===== src/rtl/alu_arb.sv =====
// Two-requester round-robin arbiter in front of a single-cycle 32-bit ALU
// with a one-entry registered result slot that can refill while it drains.
module alu_arb (
  input  logic        clk,
  input  logic        rst_n,
  input  logic        req0_valid,
  output logic        req0_ready,
  input  logic [31:0] req0_A,
  input  logic [31:0] req0_B,
  input  logic [2:0]  req0_op,
  input  logic        req1_valid,
  output logic        req1_ready,
  input  logic [31:0] req1_A,
  input  logic [31:0] req1_B,
  input  logic [2:0]  req1_op,
  output logic        resp_valid,
  input  logic        resp_ready,
  output logic        resp_id,
  output logic [31:0] resp_C
);

  localparam int unsigned DATA_W = 32;
  localparam int unsigned OP_W   = 3;

  localparam logic [0:0] ST_EMPTY = 1'b0;
  localparam logic [0:0] ST_FULL  = 1'b1;

  localparam logic [OP_W-1:0] OP_ADD = 3'b000;
  localparam logic [OP_W-1:0] OP_SUB = 3'b001;
  localparam logic [OP_W-1:0] OP_AND = 3'b010;
  localparam logic [OP_W-1:0] OP_OR  = 3'b011;
  localparam logic [OP_W-1:0] OP_SRL = 3'b100;
  localparam logic [OP_W-1:0] OP_SRA = 3'b101;

  logic [0:0]        state_q, state_d;
  logic              prio_q, prio_d;
  logic              resp_id_q, resp_id_d;
  logic [DATA_W-1:0] resp_c_q, resp_c_d;

  logic              free_c;
  logic              gnt0_c, gnt1_c;
  logic [DATA_W-1:0] op_a_c, op_b_c;
  logic [OP_W-1:0]   op_c;

  // Shift amounts of 32 or more saturate: zero fill, or sign fill for SRA.
  function automatic logic [DATA_W-1:0] alu_f(input logic [DATA_W-1:0] a,
                                               input logic [DATA_W-1:0] b,
                                               input logic [OP_W-1:0]   op);
    logic big;
    big = |b[DATA_W-1:5];
    case (op)
      OP_ADD:  alu_f = a + b;
      OP_SUB:  alu_f = a - b;
      OP_AND:  alu_f = a & b;
      OP_OR:   alu_f = a | b;
      OP_SRL:  alu_f = big ? '0 : (a >> b[4:0]);
      OP_SRA:  alu_f = big ? {DATA_W{a[DATA_W-1]}} : DATA_W'($signed(a) >>> b[4:0]);
      default: alu_f = '0;
    endcase
  endfunction

  always_comb begin
    state_d   = state_q;
    prio_d    = prio_q;
    resp_id_d = resp_id_q;
    resp_c_d  = resp_c_q;

    free_c = (state_q == ST_EMPTY) | resp_ready;
    gnt0_c = rst_n & free_c & req0_valid & (~req1_valid | (prio_q == 1'b0));
    gnt1_c = rst_n & free_c & req1_valid & (~req0_valid | (prio_q == 1'b1));

    op_a_c = gnt1_c ? req1_A  : req0_A;
    op_b_c = gnt1_c ? req1_B  : req0_B;
    op_c   = gnt1_c ? req1_op : req0_op;

    // A grant overwrites the slot even while it drains, so no bubble appears.
    if (gnt0_c | gnt1_c) begin
      state_d   = ST_FULL;
      resp_c_d  = alu_f(op_a_c, op_b_c, op_c);
      resp_id_d = gnt1_c;
      prio_d    = ~gnt1_c;
    end else if (resp_ready) begin
      state_d = ST_EMPTY;
    end
  end

  always_ff @(posedge clk) begin
    if (!rst_n) begin
      state_q   <= ST_EMPTY;
      prio_q    <= 1'b0;
      resp_id_q <= 1'b0;
      resp_c_q  <= '0;
    end else begin
      state_q   <= state_d;
      prio_q    <= prio_d;
      resp_id_q <= resp_id_d;
      resp_c_q  <= resp_c_d;
    end
  end

  assign req0_ready = gnt0_c;
  assign req1_ready = gnt1_c;
  assign resp_valid = (state_q == ST_FULL);
  assign resp_id    = resp_id_q;
  assign resp_C     = resp_c_q;

endmodule


===== config.mk =====
export PLATFORM = sky130hd
export DESIGN_NAME = alu_arb
export DESIGN_NICKNAME = d
export VERILOG_FILES = /design/src/rtl/alu_arb.sv
export SDC_FILE = /design/constraint.sdc
export NUM_CORES = 1
export LEC_CHECK = 0
export ABC_AREA = 1
export BUFFER_PORTS_ARGS = -buffer_cell sky130_fd_sc_hd__buf_2
export CORE_MARGIN = 2
export CORE_UTILIZATION = 58
export DETAILED_ROUTE_END_ITERATION = 10
export HOLD_SLACK_MARGIN = 0.12
export PLACE_DENSITY = 0.84
export SLEW_MARGIN = 20
export SYNTH_ARGS = -nofsm -noshare
export SYNTH_HDL_FRONTEND = slang
export SYNTH_SLANG_ARGS = --single-unit

===== constraint.sdc =====
create_clock -name clk -period 5.3 [get_ports clk]
set_input_delay 0.265 -clock clk [delete_from_list [all_inputs] [get_ports clk]]
set_output_delay 0.265 -clock clk [all_outputs]
set_load 0.02 [all_outputs]

# Word-level counts from Yosys, hierarchy flattened
# Cells that the tools add are included.
[op_classes]
addsub = 2
n_eq_ne = 5
n_shift = 2
mux = 8
n_bitwise = 16
reduce_logical = 3
[op_table]
columns = ["op", "n"]
rows = [
  ["32-bit case mux with 6 select lines", 1],
  ["32-bit two-way mux", 4],
  ["32-bit adder", 1],
  ["32-bit bitwise AND", 1],
  ["32-bit bitwise OR", 1],
  ["32-bit by 5-bit right shift with 32-bit output", 1],
  ["32-bit by 5-bit >>> shifter with 32-bit output", 1],
  ["32-bit subtractor", 1],
  ["27-bit OR reduction", 1],
  ["3-bit by 2-bit == test with 1-bit output, second input constant", 2],
  ["3-bit == test, second input constant", 2],
  ["1-bit bitwise AND", 5],
  ["1-bit NOT", 5],
  ["1-bit bitwise OR", 4],
  ["3-bit by 1-bit == test with 1-bit output, second input constant", 1],
  ["3-bit logical NOT", 1],
  ["3-bit two-way mux", 1],
  ["1-bit two-way mux", 2],
  ["2-bit nonzero test", 1],
]
[word_totals]
reg_bits = 35
in_bits = 139

# Logic depth before layout (Yosys ltp)
# Gate-level depths: netlist of the first run.
[logic_depth]
ltp_word = 9
mapped_depth = 32
ltp_nobuf = 30

# Worst setup path before layout of the first run
# Ideal clock, no wire load.
[synth_path]
path_type = "register to register"
from = "reg state_q, in the netlist resp_valid"
to = "reg resp_c_q[31], in the netlist resp_C[31]"
setup_ns = 0.132
arrival_time_ns = 3.863
t_required_ns = 5.168
path_slack_ns = 1.305
path_stages_with_launch = 28
n_path_buf = 2
period_less_slack_ns = 3.995
path_cell_list = "dfxtp_1 a21oi_4 nand2_4 buf_4 o21ai_2 clkbuf_1 ha_1 nand4_1 nor2_1 nand2_1 inv_1 nand3_1 nor4_1 nor2_1 nand2_1 nand2_1 ha_1 a21oi_1 nor2_1 a211oi_1 o21a_1 o21ai_0 a21oi_1 nand3_1 nand3_1 nand2_1 nand2_1 a21oi_1"
[synth_via]
elab_chain_len = 9
word_cells_on_any_way = 27
cone_classes = "add/sub (2); eq/ne (5); shift (2); mux (6); bitwise (10); reduce/logical (2)"
[synth_rtl]
columns = ["element", "line_no", "rtl"]
rows = [
  ["start: declaration", "35", "logic [0:0] state_q, state_d;"],
  ["start signal: assignment", "94", "state_q <= state_d;"],
  ["1-bit NOT *", "68", "free_c = (state_q == ST_EMPTY) | resp_ready;"],
  ["1-bit bitwise OR *", "68", ""],
  ["1-bit bitwise AND *", "69, 70", ""],
  ["parallel branches: the longest is 6 deep, another holds 32-bit subtractor", "n/a", ""],
  ["end signal: assignment", "97", "resp_c_q <= resp_c_d;"],
  ["end: declaration", "38", "logic [DATA_W-1:0] resp_c_q, resp_c_d;"],
]
# Mark *: on every way between the ends.
# A chain may end at the register's enable or synchronous reset.

# Final worst setup path of the first run
[layout_path]
from = "reg prio_q"
to = "reg resp_c_q[22], in the netlist resp_C[22]"
[layout_via]
elab_chain_len = 6
word_cells_on_any_way = 25
cone_classes = "add/sub (2); eq/ne (5); shift (2); mux (6); bitwise (8); reduce/logical (2)"
[layout_rtl]
columns = ["element", "line_no", "rtl"]
rows = [
  ["start: declaration", "36", "logic prio_q, prio_d;"],
  ["start signal: assignment", "95", "prio_q <= prio_d;"],
  ["parallel branches: the longest is 6 deep, another holds 32-bit subtractor", "n/a", ""],
]
# Parallel ways; which one is timed is not known.

==> qor.yml, run 1 <==
status: "complete, but fails checks"
failed_checks: "DRC"
synth_top_cell_by_area: "nand2_1"
min_path_type: "input port to register"
reg2reg_depth: 22
whs_path_depth: 3
ir_drop_mv: 0.119
grt_pass1_vias: 10340
crit_path_start_kind: "register"
worst_pin_slew_ns: 1.02
cts_tree: "yes"
worst_skew_pair.late_latency_ns: 0.29
port_buffers: 174
setup_tns_ns: 0
syn_to_final_growth_pct: 12.8
crit_path_end_kind: "register"
root_buffer: "clkbuf_16"
ys_seq_elements: 35
dieWidth_um: 123
final_max_slew_viol_count: 0
num-nets-final: 1912
ys_seq_area_share_pct: 8.48
r2r-start: "prio_q$_SDFFE_PN0P_"
grt-ovfl-total: 0
drt_wl_total_mm: 36.2
fp.coreArea_um2: 13900
drt_iter0_drc: 1603
hpwl_mm: 28.7
yosysTopAreaCellShare_pct: 26.1
cts_buffer_depth: 2
wl_per_cell_um: 18.9
maxSlewHeadroom_pct: 31.1
max_freq_mhz: 209
globalplace.congestion: 1.12
post_cts_buffers: 0
setup_viol: 0
cp-startpoint: "prio_q$_SDFFE_PN0P_"
std_cell_rows: 43
r2r-end: "resp_C[22]$_SDFFE_PN0P_"
synth_nets: 1780
fin_crit_sh_pct: 90.4
cts_resized: 0
finalHoldViolCount: 0
powerDensity_nw_per_um2: 226
hp-start: "rst_n"
ctsHoldBuffers: 0
yosys.cell_count.top_type: "nand2_1"
ios: 175
synth_commonest_cells: "nand2_1 (575), nand3_1 (271), inv_1 (124)"
rrSetupSlack_ns: 0.51
synth_cells: 1606
syn_area_um2: 8260
avgViaCountPerCell: 6.15
cp_max_fo: 37
rsz0062_at_grt: "false"
htreeDepth: 2
whs_ns: 0.246
numCtsBuffers: 5
drcViolationCount: 1
grt_max_degree: 42
fp.dieH_um: 123
drtPass1Iterations: 11
drive_gt1_share_pct: 15.1
final.min_clock_period_ns: 4.79
dieArea_um2: 15200
ys.flop_type: "dfxtp_1"
ys_warn_count: 0
skew_ns: 0.00269
p_leak_uw: 0.00506
ant_nets: 0
vias: 11810
crit_required_ns: 5.46
track_usage_pct: 47.0
start_util_pct: 59.5
synth_edf_count: 0
whs_endpoint: "resp_C[18]$_SDFFE_PN0P_"
cts.sinks: 35
ys_types: 54
clk_pin_slew_ns: 0.06
syn_avg_cell_area_um2: 5.14
multi_input_area_um2: 6670
critical_path_class: "register to register"
grt_pass1_wl_mm: 54.3
grt_antenna_before_repair: 1
regArea_um2: 701
critPathArrivalTime_ns: 4.96
async_flop_share_pct: 0
cap_viol_max_count: 0
antenna_cells: 0
synthTopCellsByArea: "nand2_1 (26%), nand3_1 (16%), dfxtp_1 (8.5%)"
fillCellCount: 1475
==> report_power, final <==
part / internal (uW) / switching [uW] / total [uW]
registers: 288 / 13.3 / 301
logic: 452 / 1010 / 1470
clock network: 222 / 121 / 343
total: 961 / 1150 / 2110
==> worst max-delay path: stages, from the launching register on <==
cell      delay, ns
dfxtp_1        0.33
inv_1          0.06
a21oi_2        0.19
nand2_4        0.26
o21ai_2        0.35
nor2_2         0.08
nand2_1        0.06
buf_4          0.25
inv_1          0.25
or2_2          0.35
xor2_1         0.15
ha_1           0.33
nand2_1        0.06
o21ai_0        0.39
a21oi_1        0.19
o21ai_0        0.42
a21boi_0       0.30
o21ai_0        0.22
nand2_1        0.08
nand3_1        0.09
nand3_1        0.07
nand2_1        0.06
a21oi_1        0.08
==> per-stage QoR <==
| step | util [%] | cells | setup slack [ns] | area (um2) | total power, uW |
|---|---|---|---|---|---|
| after floorplan | - | 1606 | 1.31 | 8260 | 1290 |
| after global placement | 65.9 | 1911 | 0.813 | 9150 | 1680 |
| after detailed placement | 65.9 | 1911 | 0.734 | 9150 | 1690 |
| after CTS | 67.1 | 1919 | 0.721 | 9320 | 2040 |
| after global routing | 67.1 | 1919 | 0.213 | 9320 | 2240 |
| final | 67.1 | 1919 | 0.508 | 9320 | 2110 |
==> sequential cells by signal, summed over array words and instances, names as in the netlist <==
name,flops
resp_C,32
resp_id,1
prio_q,1
resp_valid,1
==> cells in the final DEF, fill, tap and decap left out, types with 3 or more instances in the layout <==
cell type and n:
nor2_4 4, clkbuf_16 5, a21oi_1 106, xor2_1 25, o21ai_2 9, o21ai_1 19, buf_4 20, dfxtp_1 35
nor2_2 9, o211ai_1 8, o22ai_1 3, o21a_1 5, nand3_1 271, maj3_1 3, a31oi_1 8, inv_1 124
nand3b_1 3, o21ai_0 80, ha_1 34, nor2_1 114, a21boi_0 5, nand2_2 8, xnor2_1 5, a21o_1 7
nand4_1 17, nand2_1 575, or2_2 5, nor3_1 11, inv_2 14, buf_2 174, o21bai_1 7
==> area by class of cell <==
| type | count | area share, % |
|---|---|---|
| multi-input cells | 1362 | 71.6 |
| repair buffers | 194 | 11.0 |
| flip-flops and latches | 35 | 7.52 |
| inverters | 140 | 5.65 |
| well taps | 180 | 2.42 |
| clock buffers | 5 | 1.34 |
| clock inverters | 3 | 0.470 |
==> cells by family after synthesis <==
family                   count (synthesis)  synth area share (%)
AND/OR/NAND/NOR                       1027                  53.5
AO/OA/AOI/OAI                          267                  18.3
adder cells (fa/ha/maj)                 38                  5.76
XOR/XNOR                                30                  3.18
buffers and inverters                  209                  10.7
flip-flops                              35                  8.48
==> how the worst max path moves through the flow <==
stage | end | depth (start not counted)
after floorplan | resp_C[31]$_SDFFE_PN0P_ | 27
after CTS | resp_C[31]$_SDFFE_PN0P_ | 23
after global placement | resp_C[22]$_SDFFE_PN0P_ | 23
final | resp_C[22]$_SDFFE_PN0P_ | 22
after global routing | resp_C[22]$_SDFFE_PN0P_ | 24
after detailed placement | resp_C[31]$_SDFFE_PN0P_ | 24
==> routing by layer <==
| layer | GRT usage [%] | vias up | share of wire, % |
|---|---|---|---|
| met5 | 0 | - | 0 |
| met4 | 31.7 | 0 | 8.0 |
| met3 | 12.6 | 184 | 13 |
| met2 | 71.0 | 872 | 41 |
| met1 | 58.1 | 5179 | 38 |
| li1 | - | 5575 | - |
Power figures use the tool's default switching activity.
==> run 2: changes to the inputs <==
--- a/config.mk
+++ b/config.mk
@@ -10,6 +10,7 @@
 export CORE_MARGIN = 2
 export CORE_UTILIZATION = 58
 export DETAILED_ROUTE_END_ITERATION = 10
+export GPL_TIMING_DRIVEN = 0
 export HOLD_SLACK_MARGIN = 0.12
 export PLACE_DENSITY = 0.84
 export SLEW_MARGIN = 20
==> constraint.sdc (replaced) <==
create_clock -name clk -period 4.8 [get_ports clk]
set_input_delay 0.24 -clock clk [delete_from_list [all_inputs] [get_ports clk]]
set_output_delay 0.24 -clock clk [all_outputs]
set_load 0.02 [all_outputs]
==> qor.yml, run 2 (synthesized netlist as in run 1, its figures left out) <==
status: "finished clean"
drtPass1Iterations: 9
globalplace.congestion: 1.16
mostFrequentLayoutCell: "nand2_1"
setup_tns_ns: 0
critPathArrivalTime_ns: 4.94
ios: 175
clk_pin_slew_ns: 0.06
reg2reg_depth: 28
max_freq_mhz: 212
cts_tree: "yes"
fin_crit_sh_pct: 98.4
final_cell_mix: "nand2_1 (572), nand3_1 (270), buf_2 (201)"
start_util_pct: 59.5
rsz0062_at_grt: "true"
drt_wl_total_mm: 39.3
setup_viol: 0
grt_max_degree: 13
critPathBufInv: 5
vias: 12479
final_max_slew_viol_count: 0
worst_pin_slew_ns: 0.973
fp.coreArea_um2: 13900
crit_path_end_kind: "register"
cts.sinks: 35
cp.depth: 28
ir_drop_mv: 0.162
ant_nets: 0
path_delay_family: "compound AO/OA/AOI/OAI gates"
cp_max_fo: 10
ctsHoldBuffers: 0
syn_to_final_growth_pct: 19.0
final.min_clock_period_ns: 4.72
crit_top_cell: "nand2_1"
grt_pass1_vias: 10815
slowest_delay_ns: 0.34
dieArea_um2: 15200
drt_iter0_drc: 2148
avgViaCountPerCell: 6.29
drive_gt1_share_pct: 17.7
crit_path_start_kind: "register"
skew_ns: 0.00630
cts_buffer_depth: 2
drcViolationCount: 0
worst_skew_pair.late_latency_ns: 0.28
htreeDepth: 2
grt_antenna_before_repair: 0
hp-start: "rst_n"
cap_viol_max_count: 0
min_path_type: "input port to register"
track_usage_pct: 50.6
dieWidth_um: 123
grt-ovfl-total: 0
powerDensity_nw_per_um2: 250
whs_path_depth: 3
port_buffers: 174
cp-startpoint: "prio_q$_SDFFE_PN0P_"
numCtsBuffers: 5
wl_per_cell_um: 19.8
p_leak_uw: 0.00530
r2r-start: "prio_q$_SDFFE_PN0P_"
critical_path_class: "register to register"
fp.dieH_um: 123
std_cell_rows: 43
largest_reg_flops: 32
crit_required_ns: 5.02
grt_pass1_wl_mm: 58.1
hpwl_mm: 31.1
root_buffer: "clkbuf_16"
antenna_cells: 0
finalHoldViolCount: 0
critPathSlowestCell: "dfxtp_1"
p_total_uw: 2460
maxSlewHeadroom_pct: 34.4
fillCellCount: 1344
num-nets-final: 1977
-- run 2: changes by cell type in the layout (fill, tap and decap cells not counted), moves of 5 or more --
cell / previous run / this run
buf_2: 174 / 201
clkbuf_1: 0 / 17
buf_6: 0 / 9
buf_1: 0 / 8
o21ai_0: 80 / 75
-- run 2: metrics by stage --
stage	cell area [um2]	util [%]	hold WS, ns	worst slack, ns	cells
4_1_cts	9570	68.9	0.225	-0.0598	1968
2_1_floorplan	8260	-	0.361	0.805	1606
3_5_place_dp	9360	67.4	0.452	-0.711	1960
6_report	9830	70.8	0.225	0.0779	1984
3_3_place_gp	9360	67.4	0.449	-0.609	1960
5_1_grt	9830	70.8	0.229	-0.135	1984
-- run 2: per-layer routing --
| layer | vias up | GRT usage [%] | part of all wire, % |
|---|---|---|---|
| li1 | 5706 | - | - |
| met1 | 5455 | 61.3 | 36 |
| met2 | 1061 | 73.3 | 40 |
| met3 | 257 | 18.9 | 15 |
| met4 | 0 | 35.9 | 9.2 |
| met5 | - | 0 | 0 |
-- run 2: path summary, 6_finish.rpt --
| check | endpoint | slack [ns] |
|---|---|---|
| max | resp_C[31]$_SDFFE_PN0P_ | 0.08 |
| min | resp_C[17]$_SDFFE_PN0P_ | 0.22 |
| max reg2reg | resp_C[31]$_SDFFE_PN0P_ | 0.08 |
| min reg2reg | resp_C[6]$_SDFFE_PN0P_ | 0.46 |
-- run 2: worst reg2reg max path: cells and delay by family (launching register included) --
kind / cells / cell delay [ns]
adder cells (fa/ha/maj): 2 / 0.39
AO/OA/AOI/OAI: 9 / 1.68
AND/OR/NAND/NOR: 12 / 1.57
flip-flops: 1 / 0.34
buffers and inverters: 5 / 0.67
-- run 2: area by class of cell --
class | instances | area, um2 | share of cell area, %
plain buffers | 69 | 403 | 4.10
flip-flops and latches | 35 | 701 | 7.13
multi-input cells | 1363 | 6820 | 69.4
clock buffers | 5 | 125 | 1.27
well taps | 180 | 225 | 2.29
clock inverters | 3 | 43.8 | 0.446
inverters | 140 | 527 | 5.36
repair buffers | 189 | 983 | 10.0
-- run 2: power breakdown --
group          switching [uW]  total (uW)  internal, uW
logic                    1210        1750           542
clock network             131         375           245
registers                13.5         331           318
total                    1350        2460          1100
-- run 2: what timing repair did --
item                       CTS  global route
pin swaps                    0            10
gates cloned                 0             1
setup buffers                0            15
gates resized for setup     12            46
setup endpoints to repair   13            24
